## src/rtl/timer_pkg.sv

```systemverilog
// Shared types and default sizes for the 8-bit down-counter timer.
package timer_pkg;
  localparam int DEF_WIDTH      = 8;
  localparam int DEF_PRESCALE_W = 8;

  typedef enum logic [1:0] {
    IDLE = 2'd0,
    RUN  = 2'd1,
    DONE = 2'd2
  } state_t;
endpackage

```

## src/rtl/prescaler_tick.sv

```systemverilog
// Clock-enable prescaler: strobes tick once every prescale+1 enabled cycles.
module prescaler_tick #(
  parameter int PRESCALE_W = 8
) (
  input  logic                  clk,
  input  logic                  rst,
  input  logic                  en,
  input  logic                  reload,
  input  logic [PRESCALE_W-1:0] prescale,
  output logic                  tick
);

  logic [PRESCALE_W-1:0] presc_q, presc_d;

  always_comb begin
    presc_d = presc_q;
    tick    = 1'b0;
    if (reload) begin
      presc_d = prescale;
    end else if (en) begin
      if (presc_q == '0) begin
        tick    = 1'b1;
        presc_d = prescale;
      end else begin
        presc_d = presc_q - PRESCALE_W'(1);
      end
    end
  end

  always_ff @(posedge clk) begin
    if (rst) presc_q <= '0;
    else     presc_q <= presc_d;
  end

endmodule

```

## src/rtl/down_counter_timer8.sv

```systemverilog
// Programmable down-counter/timer with prescaler, one-shot/auto-reload and sticky done.
//   state | meaning
//   IDLE  | loaded or stopped, not counting
//   RUN   | counting down on prescaler ticks
//   DONE  | one-shot reached zero, holds until load/start
module down_counter_timer8
  import timer_pkg::*;
#(
  parameter int WIDTH      = DEF_WIDTH,
  parameter int PRESCALE_W = DEF_PRESCALE_W
) (
  input  logic                  clk,
  input  logic                  rst,
  input  logic                  en,
  input  logic                  load,
  input  logic [WIDTH-1:0]      load_val,
  input  logic                  start,
  input  logic                  auto_reload,
  input  logic [PRESCALE_W-1:0] prescale,
  input  logic                  clr_done,
  input  logic                  oe,
  output logic [WIDTH-1:0]      count_out,
  output logic                  tc_pulse,
  output logic                  done,
  output logic                  busy
);

  state_t           state_q, state_d;
  logic [WIDTH-1:0] count_q, count_d;
  logic [WIDTH-1:0] reload_q, reload_d;
  logic             tc_q, tc_d;
  logic             done_q, done_d;
  logic             tick;

  prescaler_tick #(
    .PRESCALE_W (PRESCALE_W)
  ) u_presc (
    .clk      (clk),
    .rst      (rst),
    .en       (en && (state_q == RUN)),
    .reload   (load || start),
    .prescale (prescale),
    .tick     (tick)
  );

  always_comb begin
    state_d  = state_q;
    count_d  = count_q;
    reload_d = reload_q;
    done_d   = done_q;
    tc_d     = 1'b0;
    if (clr_done) done_d = 1'b0;
    if (load) begin
      count_d  = load_val;
      reload_d = load_val;
      done_d   = 1'b0;
      state_d  = IDLE;
    end else if (start) begin
      count_d = reload_q;
      done_d  = 1'b0;
      state_d = (reload_q != '0) ? RUN : IDLE;
    end else if ((state_q == RUN) && tick) begin
      if (count_q > WIDTH'(1)) begin
        count_d = count_q - WIDTH'(1);
      end else if (count_q == WIDTH'(1)) begin
        // terminal count: a coincident clr_done loses to the set
        tc_d   = 1'b1;
        done_d = 1'b1;
        if (auto_reload) begin
          count_d = reload_q;
        end else begin
          count_d = '0;
          state_d = DONE;
        end
      end
    end
  end

  always_ff @(posedge clk) begin
    if (rst) begin
      state_q  <= IDLE;
      count_q  <= '0;
      reload_q <= '0;
      tc_q     <= 1'b0;
      done_q   <= 1'b0;
    end else begin
      state_q  <= state_d;
      count_q  <= count_d;
      reload_q <= reload_d;
      tc_q     <= tc_d;
      done_q   <= done_d;
    end
  end

  assign count_out = oe ? count_q : '0;
  assign tc_pulse  = tc_q;
  assign done      = done_q;
  assign busy      = (state_q == RUN);

endmodule
```

## config.mk

```make
export PLATFORM = sky130hd
export DESIGN_NAME = down_counter_timer8
export DESIGN_NICKNAME = d
export VERILOG_FILES = /design/src/rtl/timer_pkg.sv /design/src/rtl/prescaler_tick.sv /design/src/rtl/down_counter_timer8.sv
export SDC_FILE = /design/constraint.sdc
export NUM_CORES = 1
export LEC_CHECK = 0
export ABC_AREA = 1
export CORE_ASPECT_RATIO = 0.9
export CORE_MARGIN = 4
export CORE_UTILIZATION = 37
export DETAILED_ROUTE_END_ITERATION = 10
export GPL_ROUTABILITY_DRIVEN = 0
export PLACE_DENSITY = 0.6
export RECOVER_POWER = 100
export REMOVE_ABC_BUFFERS = 1
export SYNTH_ARGS = -nofsm -noshare
export SYNTH_HDL_FRONTEND = slang
export SYNTH_HIERARCHICAL = 1
export SYNTH_SLANG_ARGS = --single-unit
```

## constraint.sdc

```tcl
create_clock -name clk -period 1.9 [get_ports clk]
set_input_delay 0.285 -clock clk [delete_from_list [all_inputs] [get_ports clk]]
set_output_delay 0.285 -clock clk [all_outputs]
set_load 0.01 [all_outputs]
```

==> results.txt <==
WHS Path Cells = 2
CP Capture Type = output pin
CTS buffer count = 3
Layout Nets = 353
Layout Cells excl Fill = 386
Grt ovf = 0
Slew headroom = 0.687
Layout cells sized above 1 = 0.0895
Clock transition at path regs = 0.10 ns
CTS tree = yes
Storage cell area = 561 um2
Initial antenna violation count = 0
Num ports = 35
Placed Instances = 382
Max_cap viols = 0
P&R area growth vs syn = 29.5%
Routed wire length = 4590 um
Syn. warnings = 6
Max Slew Vio Count = 0
ANT nets after route = 0
CP Data Arrival Time = 1.46 ns
Register area share after synthesis = 0.314
Simple-gate share of the synthesized area = 0.331
Clk_skew = 0.00484 ns
Compound-Gate Fraction of Synth Area = 0.170
Synth top area share = 0.314
P_leak = 1.12 nW
Crit path max fanout = 5
Vias in the first global route = 1,659
Fillers = 513
First-pass DRT Iterations = 5
Adder-cell share of the synthesized area = 0.0280
Largest family of logic cells by synthesized area = simple AND/OR/NAND/NOR gates
GRT Total Usage = 0.166
H-Tree Level Count = 1
Worst-Skew Late Latency = 0.28 ns
CTS Buffer Depth = 2
Area contributors post-synth = dfxtp_1, nand2_1, inv_1, a21oi_1, nand3_1
Setup TNS = 0 ns
Post-synthesis xor/xnor area fraction = 0.0343
Chip height = 73.9 um
Mux cell area share after synthesis = 0
VDD IR max = 0.346 mV
First-pass GRT wire length = 7780 um
Site row count = 23
Multi-input logic area = 1000 um2
Tightest Pin Transition = 0.469 ns
Synth cell types = 24
Synth Area per Inst = 6.35 um2
Hold/Removal Path Class = register to register
DIE WIDTH = 81.2 um
Avg WL per Cell = 11.9 um
Post-Synthesis Cells = 281
Clk sinks = 28
Final min period = 1.75 ns
Fin. Hold Viols = 0
RSZ-0062 raised after global routing = false
Final Cycle Share = 0.919
Post-Syn Area = 1790 um2
Hold_buf cts = 0
Crit path launch type = register
Hpwl dp = 3740 um
Die Footprint = 6000 um2
Synthesized flop and latch total = 28
Fmax = 573 MHz
Required time of the worst setup path = 1.62 ns
Via density = 4.71
Worst Reg-to-Reg Cells = 12
Via count = 1,819
Outcome = finished clean
Crit path kind = register to output pin
DRC = 0
# port buffers = 34
Ant diodes = 0
Dominant cell type by area after synthesis = dfxtp_1
Total core area = 4550 um2
Largest net degree at the start of global routing = 17
Iteration-0 DRC Markers = 94
Initial core utilization = 0.393
Final setup fails = 0
Clk Tree Root Cell = clkbuf_8
PD cells = 698 nW/um2
-- through the flow --
stage	total power [mW]	setup slack, ns	area [um2]	util	hold slack, ns
global route	1.73	0.0115	2310	0.509	0.516
CTS	1.63	0.0198	2320	0.510	0.491
finish	1.61	0.155	2310	0.509	0.479
detailed placement	1.15	-0.00321	2250	0.494	0.477
global placement	1.15	0.0292	2250	0.494	0.457
floorplan	0.981	0.378	1760	-	0.354
-- cells in the final DEF, fill, tap and decap left out --
cell	Yosys	layout
clkbuf_1	3	2
nand4_1	4	4
dlymetal6s2s_1	0	1
xor2_1	5	5
nand2_4	1	1
nor2_4	4	4
o22ai_1	2	2
nand3b_1	1	1
nor2_1	26	27
clkdlybuf4s50_1	0	22
and3_1	3	3
buf_4	0	6
inv_2	1	1
bufinv_16	0	1
clkbuf_8	0	3
a21oi_2	1	1
xnor2_1	2	2
o21ai_2	2	2
o21ai_1	4	4
inv_1	51	51
ha_1	4	4
nand3_1	22	22
nor2_2	5	4
nand2_2	5	5
nand2_1	57	57
a21oi_1	30	30
clkbuf_4	0	1
o21ai_0	19	19
dlygate4sd3_1	0	11
dfxtp_1	28	28
-- flip-flops by register name, indices dropped and copies added, names as in the netlist --
name	cells
u_presc/presc_q	8
state_q	2
reload_q	8
tc_pulse	1
done	1
count_q	8
-- power breakdown --
part	switching (mW)	leakage [nW]	internal, mW
clock	0.196	0.0357	0.282
sequential	0.0454	0.231	0.631
combinational	0.262	0.855	0.196
total	0.504	1.12	1.11
-- final cells by class --
type                    count  area share
clock inverters             1      0.0130
clock buffers               3      0.0179
repair buffers             43       0.174
inverters                  52      0.0844
multi-input cells         197       0.435
well taps                  62      0.0335
flip-flops and latches     28       0.242
-- path summary, 6_finish.rpt --
path                                    startpoint            to  slack, ns
worst max-delay path                    count_q[2]  count_out[2]       0.15
worst max register to register  u_presc/presc_q[1]    count_q[6]       0.23
worst min register to register                done          done       0.48
worst min-delay path                          done          done       0.48
-- worst max-delay path, stage by stage, from the launching register on --
cell and delay [ns]:
dfxtp_1 0.46, nand2_1 0.08, inv_1 0.05, dlygate4sd3_1 0.59
-- synthesized netlist by cell type --
cell type  number
xnor2_1         2
ha_1            4
nand3b_1        1
a21oi_1        30
nor2_1         26
xor2_1          5
nand4_1         4
inv_1          51
o21ai_1         4
nor2_4          4
nand3_1        22
o21ai_2         2
o21ai_0        19
and3_1          3
dfxtp_1        28
a21oi_2         1
o22ai_1         2
nor2_2          5
buf_6           1
nand2_1        57
nand2_4         1
nand2_2         5
clkbuf_1        3
inv_2           1
-- logic make-up after synthesis --
group,count (synthesis)
compound gates,58
fa+ha+maj,4
flops,28
simple gates,128
buf+inv,56
xor+xnor,7
-- per-layer routing --
metal / GRT usage / up-vias / routed length, um
met1: 0.255 / 796 / 2420
met5: 0 / - / 0
met4: 0.0413 / 0 / 62
li1: - / 975 / -
met3: 0.0331 / 6 / 219
met2: 0.233 / 42 / 1890
-- what timing repair did --
action                                  CTS  global route
setup buffers                             0             0
resized for setup                         0             1
endpoints found under the setup margin    0             8
Note: power is estimated with default switching activity, not from simulation.
